===== config.mk =====
export PLATFORM = sky130hd
export DESIGN_NAME = lsu_mem_access
export DESIGN_NICKNAME = d
export VERILOG_FILES = /design/src/rtl/lsu_pkg.sv /design/src/rtl/lsu_lane_align.sv /design/src/rtl/lsu_mem_access.sv
export SDC_FILE = /design/constraint.sdc
export NUM_CORES = 1
export LEC_CHECK = 0
export BUFFER_PORTS_ARGS = -buffer_cell sky130_fd_sc_hd__buf_2
export CAP_MARGIN = 15
export CORE_AREA = 8 8 124 126
export DETAILED_ROUTE_END_ITERATION = 6
export DIE_AREA = 0 0 132 134
export GPL_TIMING_DRIVEN = 0
export MAX_ROUTING_LAYER = met4
export PLACE_DENSITY = 0.8
export SYNTH_ARGS = -nofsm -noshare
export SYNTH_HDL_FRONTEND = slang
export SYNTH_HIERARCHICAL = 1
export SYNTH_SLANG_ARGS = --single-unit

===== constraint.sdc =====
create_clock -name clk -period 3.3 [get_ports clk]
set_clock_uncertainty 0.1 [all_clocks]
set_input_delay 0.165 -clock clk [delete_from_list [all_inputs] [get_ports clk]]
set_output_delay 0.165 -clock clk [all_outputs]
set_load 0.01 [all_outputs]

===== src/rtl/lsu_pkg.sv =====
// Shared encodings for the load/store unit: access sizes, FSM states and error causes.
package lsu_pkg;

  localparam logic [1:0] SZ_BYTE = 2'b00;
  localparam logic [1:0] SZ_HALF = 2'b01;
  localparam logic [1:0] SZ_WORD = 2'b10;
  localparam logic [1:0] SZ_ILL  = 2'b11;

  typedef enum logic [1:0] {
    StIdle,
    StRd,
    StWr
  } lsu_state_e;

  typedef enum logic [1:0] {
    ErrNone,
    ErrSize,
    ErrAlign,
    ErrRange
  } lsu_err_e;

  // Size and alignment checks only; range depends on the instance's depth.
  function automatic lsu_err_e size_align_check(logic [1:0] size, logic [1:0] addr_lo);
    if (size == SZ_ILL) begin
      return ErrSize;
    end else if ((size == SZ_HALF && addr_lo[0]) || (size == SZ_WORD && addr_lo != 2'b00)) begin
      return ErrAlign;
    end
    return ErrNone;
  endfunction

endpackage


===== src/rtl/lsu_lane_align.sv =====
// Byte-lane steering: extracts and extends load lanes, merges store lanes into an old word.
module lsu_lane_align
  import lsu_pkg::*;
(
  input  logic [1:0]  size_i,
  input  logic        unsigned_i,
  input  logic [1:0]  offset_i,
  input  logic [31:0] load_word_i,
  input  logic [31:0] store_data_i,
  input  logic [31:0] old_word_i,
  output logic [31:0] load_data_o,
  output logic [31:0] merge_word_o
);

  logic [31:0] shifted;
  logic [7:0]  byte_lane;
  logic [15:0] half_lane;

  always_comb begin
    shifted   = load_word_i >> {offset_i, 3'b000};
    byte_lane = shifted[7:0];
    half_lane = offset_i[1] ? load_word_i[31:16] : load_word_i[15:0];

    case (size_i)
      SZ_BYTE: load_data_o = {{24{~unsigned_i & byte_lane[7]}}, byte_lane};
      SZ_HALF: load_data_o = {{16{~unsigned_i & half_lane[15]}}, half_lane};
      default: load_data_o = load_word_i;
    endcase

    // Unselected lanes come straight from the old word so they stay bit-exact.
    merge_word_o = old_word_i;
    case (size_i)
      SZ_BYTE: merge_word_o[{offset_i, 3'b000} +: 8] = store_data_i[7:0];
      SZ_HALF: merge_word_o[{offset_i[1], 4'b0000} +: 16] = store_data_i[15:0];
      default: merge_word_o = store_data_i;
    endcase
  end

endmodule


===== src/rtl/lsu_mem_access.sv =====
// Load/store unit in front of the word-addressed storage array; sub-word stores use
// a read-modify-write through RD then WR.
module lsu_mem_access
  import lsu_pkg::*;
#(
  parameter int unsigned ADDR_W = 12,
  parameter int unsigned DEPTH  = 64
) (
  input  logic              clk,
  input  logic              clr_n,
  input  logic              req_valid,
  output logic              req_ready,
  input  logic              req_we,
  input  logic [1:0]        req_size,
  input  logic              req_unsigned,
  input  logic [31:0]       req_addr,
  input  logic [31:0]       req_wdata,
  output logic              resp_valid,
  output logic              resp_err,
  output logic [31:0]       rdata,
  output logic [ADDR_W-1:0] mem_address,
  output logic [31:0]       mem_datain,
  output logic              mem_str,
  output logic              mem_ld,
  input  logic [31:0]       mem_dataout
);

  lsu_state_e        state_q, state_d;
  logic              we_q, we_d;
  logic [1:0]        size_q, size_d;
  logic              uns_q, uns_d;
  logic [ADDR_W+1:0] addr_q, addr_d;
  logic [31:0]       wdata_q, wdata_d;
  logic [31:0]       old_q, old_d;
  logic [31:0]       rdata_q, rdata_d;
  logic              resp_valid_q, resp_valid_d;
  logic              resp_err_q, resp_err_d;

  lsu_err_e    err_cause;
  logic [31:0] req_index;
  logic [31:0] load_data;
  logic [31:0] merge_word;

  lsu_lane_align u_lane_align (
    .size_i      (size_q),
    .unsigned_i  (uns_q),
    .offset_i    (addr_q[1:0]),
    .load_word_i (mem_dataout),
    .store_data_i(wdata_q),
    .old_word_i  (old_q),
    .load_data_o (load_data),
    .merge_word_o(merge_word)
  );

  always_comb begin
    req_index = {{(32 - ADDR_W){1'b0}}, req_addr[ADDR_W+1:2]};
    err_cause = size_align_check(req_size, req_addr[1:0]);
    // Any address bit above the index field also lands outside storage.
    if (err_cause == ErrNone &&
        (req_addr[31:ADDR_W+2] != '0 || req_index >= DEPTH)) begin
      err_cause = ErrRange;
    end
  end

  always_comb begin
    state_d      = state_q;
    we_d         = we_q;
    size_d       = size_q;
    uns_d        = uns_q;
    addr_d       = addr_q;
    wdata_d      = wdata_q;
    old_d        = old_q;
    rdata_d      = rdata_q;
    resp_valid_d = 1'b0;
    resp_err_d   = 1'b0;

    req_ready   = (state_q == StIdle);
    mem_ld      = (state_q == StRd);
    mem_str     = (state_q == StWr);
    mem_address = (state_q != StIdle) ? addr_q[ADDR_W+1:2] : '0;
    mem_datain  = '0;
    if (state_q == StWr) begin
      mem_datain = (size_q == SZ_WORD) ? wdata_q : merge_word;
    end

    case (state_q)
      StIdle: begin
        if (req_valid) begin
          we_d    = req_we;
          size_d  = req_size;
          uns_d   = req_unsigned;
          addr_d  = req_addr[ADDR_W+1:0];
          wdata_d = req_wdata;
          if (err_cause != ErrNone) begin
            resp_valid_d = 1'b1;
            resp_err_d   = 1'b1;
          end else if (!req_we || req_size != SZ_WORD) begin
            state_d = StRd;
          end else begin
            state_d = StWr;
          end
        end
      end
      StRd: begin
        if (we_q) begin
          old_d   = mem_dataout;
          state_d = StWr;
        end else begin
          rdata_d      = load_data;
          resp_valid_d = 1'b1;
          state_d      = StIdle;
        end
      end
      StWr: begin
        resp_valid_d = 1'b1;
        state_d      = StIdle;
      end
      default: state_d = StIdle;
    endcase
  end

  always_ff @(posedge clk) begin
    if (!clr_n) begin
      state_q      <= StIdle;
      we_q         <= 1'b0;
      size_q       <= SZ_BYTE;
      uns_q        <= 1'b0;
      addr_q       <= '0;
      wdata_q      <= '0;
      old_q        <= '0;
      rdata_q      <= '0;
      resp_valid_q <= 1'b0;
      resp_err_q   <= 1'b0;
    end else begin
      state_q      <= state_d;
      we_q         <= we_d;
      size_q       <= size_d;
      uns_q        <= uns_d;
      addr_q       <= addr_d;
      wdata_q      <= wdata_d;
      old_q        <= old_d;
      rdata_q      <= rdata_d;
      resp_valid_q <= resp_valid_d;
      resp_err_q   <= resp_err_d;
    end
  end

  assign resp_valid = resp_valid_q;
  assign resp_err   = resp_err_q;
  assign rdata      = rdata_q;

endmodule


==> impl_metrics.json, run 1 <==
{
  "numPortBuffers": 182,
  "cp-start-kind": "flip-flop",
  "crit_path_end_kind": "primary output",
  "reg2reg_depth": 7,
  "synthXorXnorAreaFrac": 0,
  "rows": 43,
  "synthMuxAreaShare": 0.0482,
  "ys_types": 57,
  "clock_latency_ns": 0.42,
  "synth_ff_type": "dfxtp_1",
  "numCtsBuffers": 17,
  "critPathKind": "flip-flop to primary output",
  "cts_root_buffer": "clkbuf_16",
  "postSynthAreaPerCell_sq_um": 7.54,
  "synth-compound-area-share": 0.277,
  "async_flop_share": 0,
  "totalWireLength_mm": 27.9,
  "yosysMostFrequentCell": "nand2_1",
  "yosys.area_share.adder": 0.00885,
  "clkTransAtPathRegs_ns": 0.05,
  "post_drt_wl_per_cell_um": 19.7,
  "dp.cells": 1299,
  "area_growth_pct": 36.1,
  "vias_per_cell": 5.80,
  "tightest_slew_ns": 0.726,
  "slew_headroom": 0.513,
  "drtIter0Drc": 924,
  "fin_crit_sh": 0.955,
  "yosysWarnings": 6,
  "crit_path_start": "addr_q[1]$_SDFFE_PN0P_",
  "die-width_um": 132,
  "timing.rr.start": "size_q[1]$_SDFFE_PN0P_",
  "setup_viol": 0,
  "synthTopCellsByArea": "dfxtp_1, nand2_1, a21boi_1",
  "drv_cap": 0,
  "via_count": 8199,
  "whs_ns": 0.0284,
  "synth_top_cell_area_share": 0.334,
  "synthCells": 937,
  "synth-edff-count": 0,
  "critPathMaxFanout": 13,
  "cts_tree": "done",
  "grt_pass1_wl_mm": 42.6,
  "hold_start": "mem_dataout[26]",
  "synth_top_family_by_area": "compound AO/OA/AOI/OAI gates",
  "core_area_sq_um": 13500,
  "grt_pass1_vias": 7743,
  "holdPathStages": 3,
  "critical_path_required_ns": 3.03,
  "synth_area_leader_cell": "dfxtp_1",
  "hold_viol": 0,
  "synth-simple-area-share": 0.271,
  "initial_core_util": 0.523,
  "total_power_mw": 3.85,
  "syn_nets": 1045,
  "firstDrtPassIters": 6,
  "die_y_um": 134,
  "critPathArrivalTime_ns": 2.89,
  "fin_crit_ns": 3.15,
  "design.portCount": 184,
  "cts_max_level": 4,
  "drive_above_1_share": 0.232,
  "die_area_sq_um": 17700,
  "antenna_found_initial": 2,
  "synth_area_sq_um": 7070,
  "hp-class": "input pin to flip-flop",
  "ys_seq_area_frac": 0.334,
  "synthTopCellsByCount": "nand2_1, dfxtp_1, a21boi_1",
  "reg2reg_to": "rdata[7]$_SDFFE_PN0P_",
  "cts.sinks": 118,
  "cts_buffer_depth": 2,
  "ir_drop_v": 0.000303,
  "grt-ovfl-total": 0,
  "grt_usage": 0.313,
  "status": "complete, no violations",
  "fmax_mhz": 317,
  "power_leakage_nw": 3.92,
  "gp_congestion": 0.996,
  "report.final.slew_viol_count": 0,
  "r2r_setup_slack_ns": 1.11,
  "dp_hpwl_mm": 19.3,
  "setup-tns-final_ns": 0,
  "ant_nets": 0,
  "post-route-util": 0.712,
  "nets": 1327,
  "rsz0062_at_grt": "false",
  "worstHoldEndpoint": "old_q[26]$_SDFFE_PN0P_",
  "powerDensity_nw_per_um2": 400,
  "drc_errors": 0,
  "layoutNonFillerInstCount": 1413,
  "grt_max_degree": 17,
  "synth_seq_cells": 118
}
[metal layers]
layer  wire (um)  share of wire  track usage  vias up
met5           0              0            -        -
met3        2650          0.095       0.0602      105
met1       11200           0.40        0.378     3769
li1            -              -            -     3821
met2       12800           0.46        0.488      504
met4        1220          0.044        0.164        0
[registers in the layout, summed over array words and instances, names as in the netlist]
signal and flops:
we_q 1, rdata 32, wdata_q 32, resp_valid 1
size_q 2, addr_q 14, old_q 32, state_q 2
uns_q 1, resp_err 1
[cell families after synthesis]
| family | after synthesis |
|---|---|
| AOI/OAI and AO/OA | 276 |
| adders and majority gates | 5 |
| buffers and inverters | 87 |
| DFF | 118 |
| muxes | 27 |
| and+or+nand+nor | 424 |
[per-stage QoR]
step | instance area [sq um] | setup WS [ns]
floorplan | 7070 | 0.772
global placement | 8200 | 0.182
detailed placement | 8200 | 0.129
CTS | 9590 | 0.0455
global route | 9620 | 0.0674
finish | 9620 | 0.148
[worst max-delay path, cell delays in order, from the launching register on]
cell	delay (ns)
dfxtp_2	0.39
buf_4	0.20
buf_6	0.17
inv_2	0.15
ha_4	0.24
nor4_4	0.31
and4_1	0.23
buf_2	0.19
a221o_1	0.16
nand2_1	0.05
a21oi_1	0.20
buf_2	0.17
[cell usage in the layout (no fill, tap or decap), types with 7 or more instances in the layout]
master         count
nand3b_1          15
buf_2            203
a21oi_1           56
a221o_1           21
mux2i_1            7
a22o_1            23
a21boi_0          45
clkbuf_1          40
buf_4             10
o22ai_1            8
a211o_1            8
nand2_1          322
o21ai_0           27
dfxtp_1          116
a31oi_1            7
nand3_1           15
nor2b_1           20
nor4_1             7
mux2_2            11
nand2b_1          11
dlygate4sd3_1     83
a21boi_1          69
or4b_1             7
clkbuf_16         17
[final cells by class]
class	count	area (sq um)
multi-input combinational	732	4320
fill	1083	3880
sequential	118	2360
timing repair buffer	265	1740
clock buffer	23	468
buffer	77	392
tap	180	225
clock inverter	8	76.3
inverter	8	30.0
antenna	2	5.00
[repair_timing]
action / 4_1_cts / 5_1_grt
gates cloned: 0 / 0
resized for setup: 5 / 5
hold buffers: 83 / 0
endpoints found under the hold margin: 82 / 0
endpoints found under the setup margin: 17 / 29
buffers inserted: 0 / 0
[worst max-delay path by stage]
| stage | end |
|---|---|
| 2_1_floorplan | mem_datain[11] |
| 3_3_place_gp | mem_datain[11] |
| 3_5_place_dp | mem_datain[8] |
| 4_1_cts | mem_datain[23] |
| 5_1_grt | mem_datain[21] |
| 6_report | mem_datain[22] |
[where the power goes]
part | internal [mW] | total (mW) | switching, mW
clock | 1.07 | 1.73 | 0.659
combinational | 0.290 | 0.610 | 0.320
sequential | 1.46 | 1.51 | 0.0515
No activity file was read; power rests on OpenSTA's default activity.
==> run 2: changes to the inputs <==
HOLD_SLACK_MARGIN = 0.12   (was not set)
==> impl_metrics.json, run 2 (synthesized netlist as in run 1, its figures left out) <==
{
  "status": "complete, no violations",
  "cts_tree": "done",
  "core_area_sq_um": 13500,
  "critPathArrivalTime_ns": 2.90,
  "cpMostUsedCell": "buf_2",
  "die-width_um": 132,
  "critPathKind": "flip-flop to primary output",
  "whs_ns": 0.167,
  "cpMaxStageDelayCell": "dfxtp_2",
  "initial_core_util": 0.523,
  "cpPeakStageDelay_ns": 0.39,
  "nets": 1331,
  "design.portCount": 184,
  "fillers": 1079,
  "powerDensity_nw_per_um2": 398,
  "die_y_um": 134,
  "drv_cap": 0,
  "gp_congestion": 0.996,
  "totalWireLength_mm": 27.8,
  "grt_pass1_wl_mm": 42.6,
  "setup_viol": 0,
  "drive_above_1_share": 0.231,
  "slew_headroom": 0.506,
  "via_count": 8280,
  "grt_pass1_vias": 7745,
  "place_area_sq_um": 8200,
  "ir_drop_v": 0.000301,
  "setup-tns-final_ns": 0,
  "drtIter0Drc": 845,
  "holdPathStages": 5,
  "post_drt_wl_per_cell_um": 19.6,
  "stdcell_area_sq_um": 9660,
  "rsz0062_at_grt": "false",
  "drc_errors": 0,
  "layout_commonest_cell": "nand2_1",
  "regArea_sq_um": 2360,
  "ant_nets": 0,
  "critPathMaxFanout": 13,
  "cts_max_level": 4,
  "cp-start-kind": "flip-flop",
  "numCtsBuffers": 17,
  "grt-ovfl-total": 0,
  "fin_crit_ns": 3.16,
  "die_area_sq_um": 17700,
  "rows": 43,
  "multi_input_area_sq_um": 4320,
  "cp_cell_sequence": "buf_4, buf_6, inv_2, ha_4, nor4_4, and4_1, buf_2, a221o_1, nand2_1, a21oi_1, buf_2",
  "numPortBuffers": 182,
  "hold_viol": 0,
  "tightest_slew_ns": 0.736,
  "cts_root_buffer": "clkbuf_16",
  "hp-class": "input pin to flip-flop",
  "grt_max_degree": 17,
  "clkTransAtPathRegs_ns": 0.05,
  "cts_buffer_depth": 2,
  "clock_latency_ns": 0.42,
  "vias_per_cell": 5.84,
  "fin_crit_sh": 0.958,
  "antenna_found_initial": 2,
  "reg2reg_depth": 7,
  "cts.sinks": 118,
  "power_leakage_nw": 3.94,
  "critical_path_required_ns": 3.03,
  "report.final.slew_viol_count": 0,
  "post-cts-setup-buffer-count": 0,
  "final_cell_mix": "nand2_1, buf_2, dfxtp_1, dlygate4sd3_1, a21boi_1",
  "firstDrtPassIters": 6,
  "dp_hpwl_mm": 19.3,
  "fmax_mhz": 316,
  "crit_path_end_kind": "primary output",
  "grt_usage": 0.313,
  "area_growth_pct": 36.7
}
## run 2: cell types whose count changed in the layout (fill, tap and decap cells not counted)
| cell | previous run | this run |
|---|---|---|
| dlygate4sd3_1 | 83 | 87 |
## run 2: stage by stage
stage,utilization,worst slack [ns],power [mW],std cells
after floorplan,-,0.772,1.84,937
after global placement,0.607,0.182,2.03,1299
after detailed placement,0.607,0.129,2.04,1299
after CTS,0.713,0.0455,3.82,1416
after global routing,0.715,0.0674,3.97,1417
final,0.715,0.137,3.85,1417
## run 2: worst paths after layout
path                                               from  slack (ns)                      end
worst min register to register  addr_q[10]$_SDFFE_PN0P_        0.35  addr_q[10]$_SDFFE_PN0P_
worst max register to register   size_q[1]$_SDFFE_PN0P_        1.09    rdata[7]$_SDFFE_PN0P_
worst max-delay path             addr_q[1]$_SDFFE_PN0P_        0.14           mem_datain[22]
worst min-delay path                       req_addr[26]        0.17  state_q[1]$_SDFFE_PN0P_
## run 2: where the power goes
group	internal (mW)	total [mW]	switching, mW
combinational	0.292	0.612	0.321
sequential	1.46	1.51	0.0521
clock	1.07	1.72	0.657
## run 2: layer usage
metal	vias to the layer above	wire, um	track usage
met2	514	12800	0.493
met4	0	1140	0.161
met5	-	0	-
met1	3840	11200	0.376
met3	96	2620	0.0613
li1	3830	-	-
## run 2: layout make-up
cell class	count	share of cell area
repair buffers	269	0.184
clock buffers	23	0.0484
clock inverters	8	0.00790
well taps	180	0.0233
diodes	2	0.000518
inverters	8	0.00311
flip-flops and latches	118	0.245
multi-input cells	732	0.447
plain buffers	77	0.0405
## run 2: worst max-delay path: cells and delay by family, from the launching register on
| kind | cells | cell delay, ns |
|---|---|---|
| compound gates | 2 | 0.37 |
| fa+ha+maj | 1 | 0.24 |
| buf+inv | 5 | 0.88 |
| flops | 1 | 0.39 |
| simple gates | 3 | 0.59 |
## run 2: timing repair
item | in CTS | in global routing
gates cloned | 0 | 0
endpoints found under the setup margin | 17 | 30
endpoints found under the hold margin | 110 | 0
hold buffers | 87 | 0
resized for setup | 5 | 5
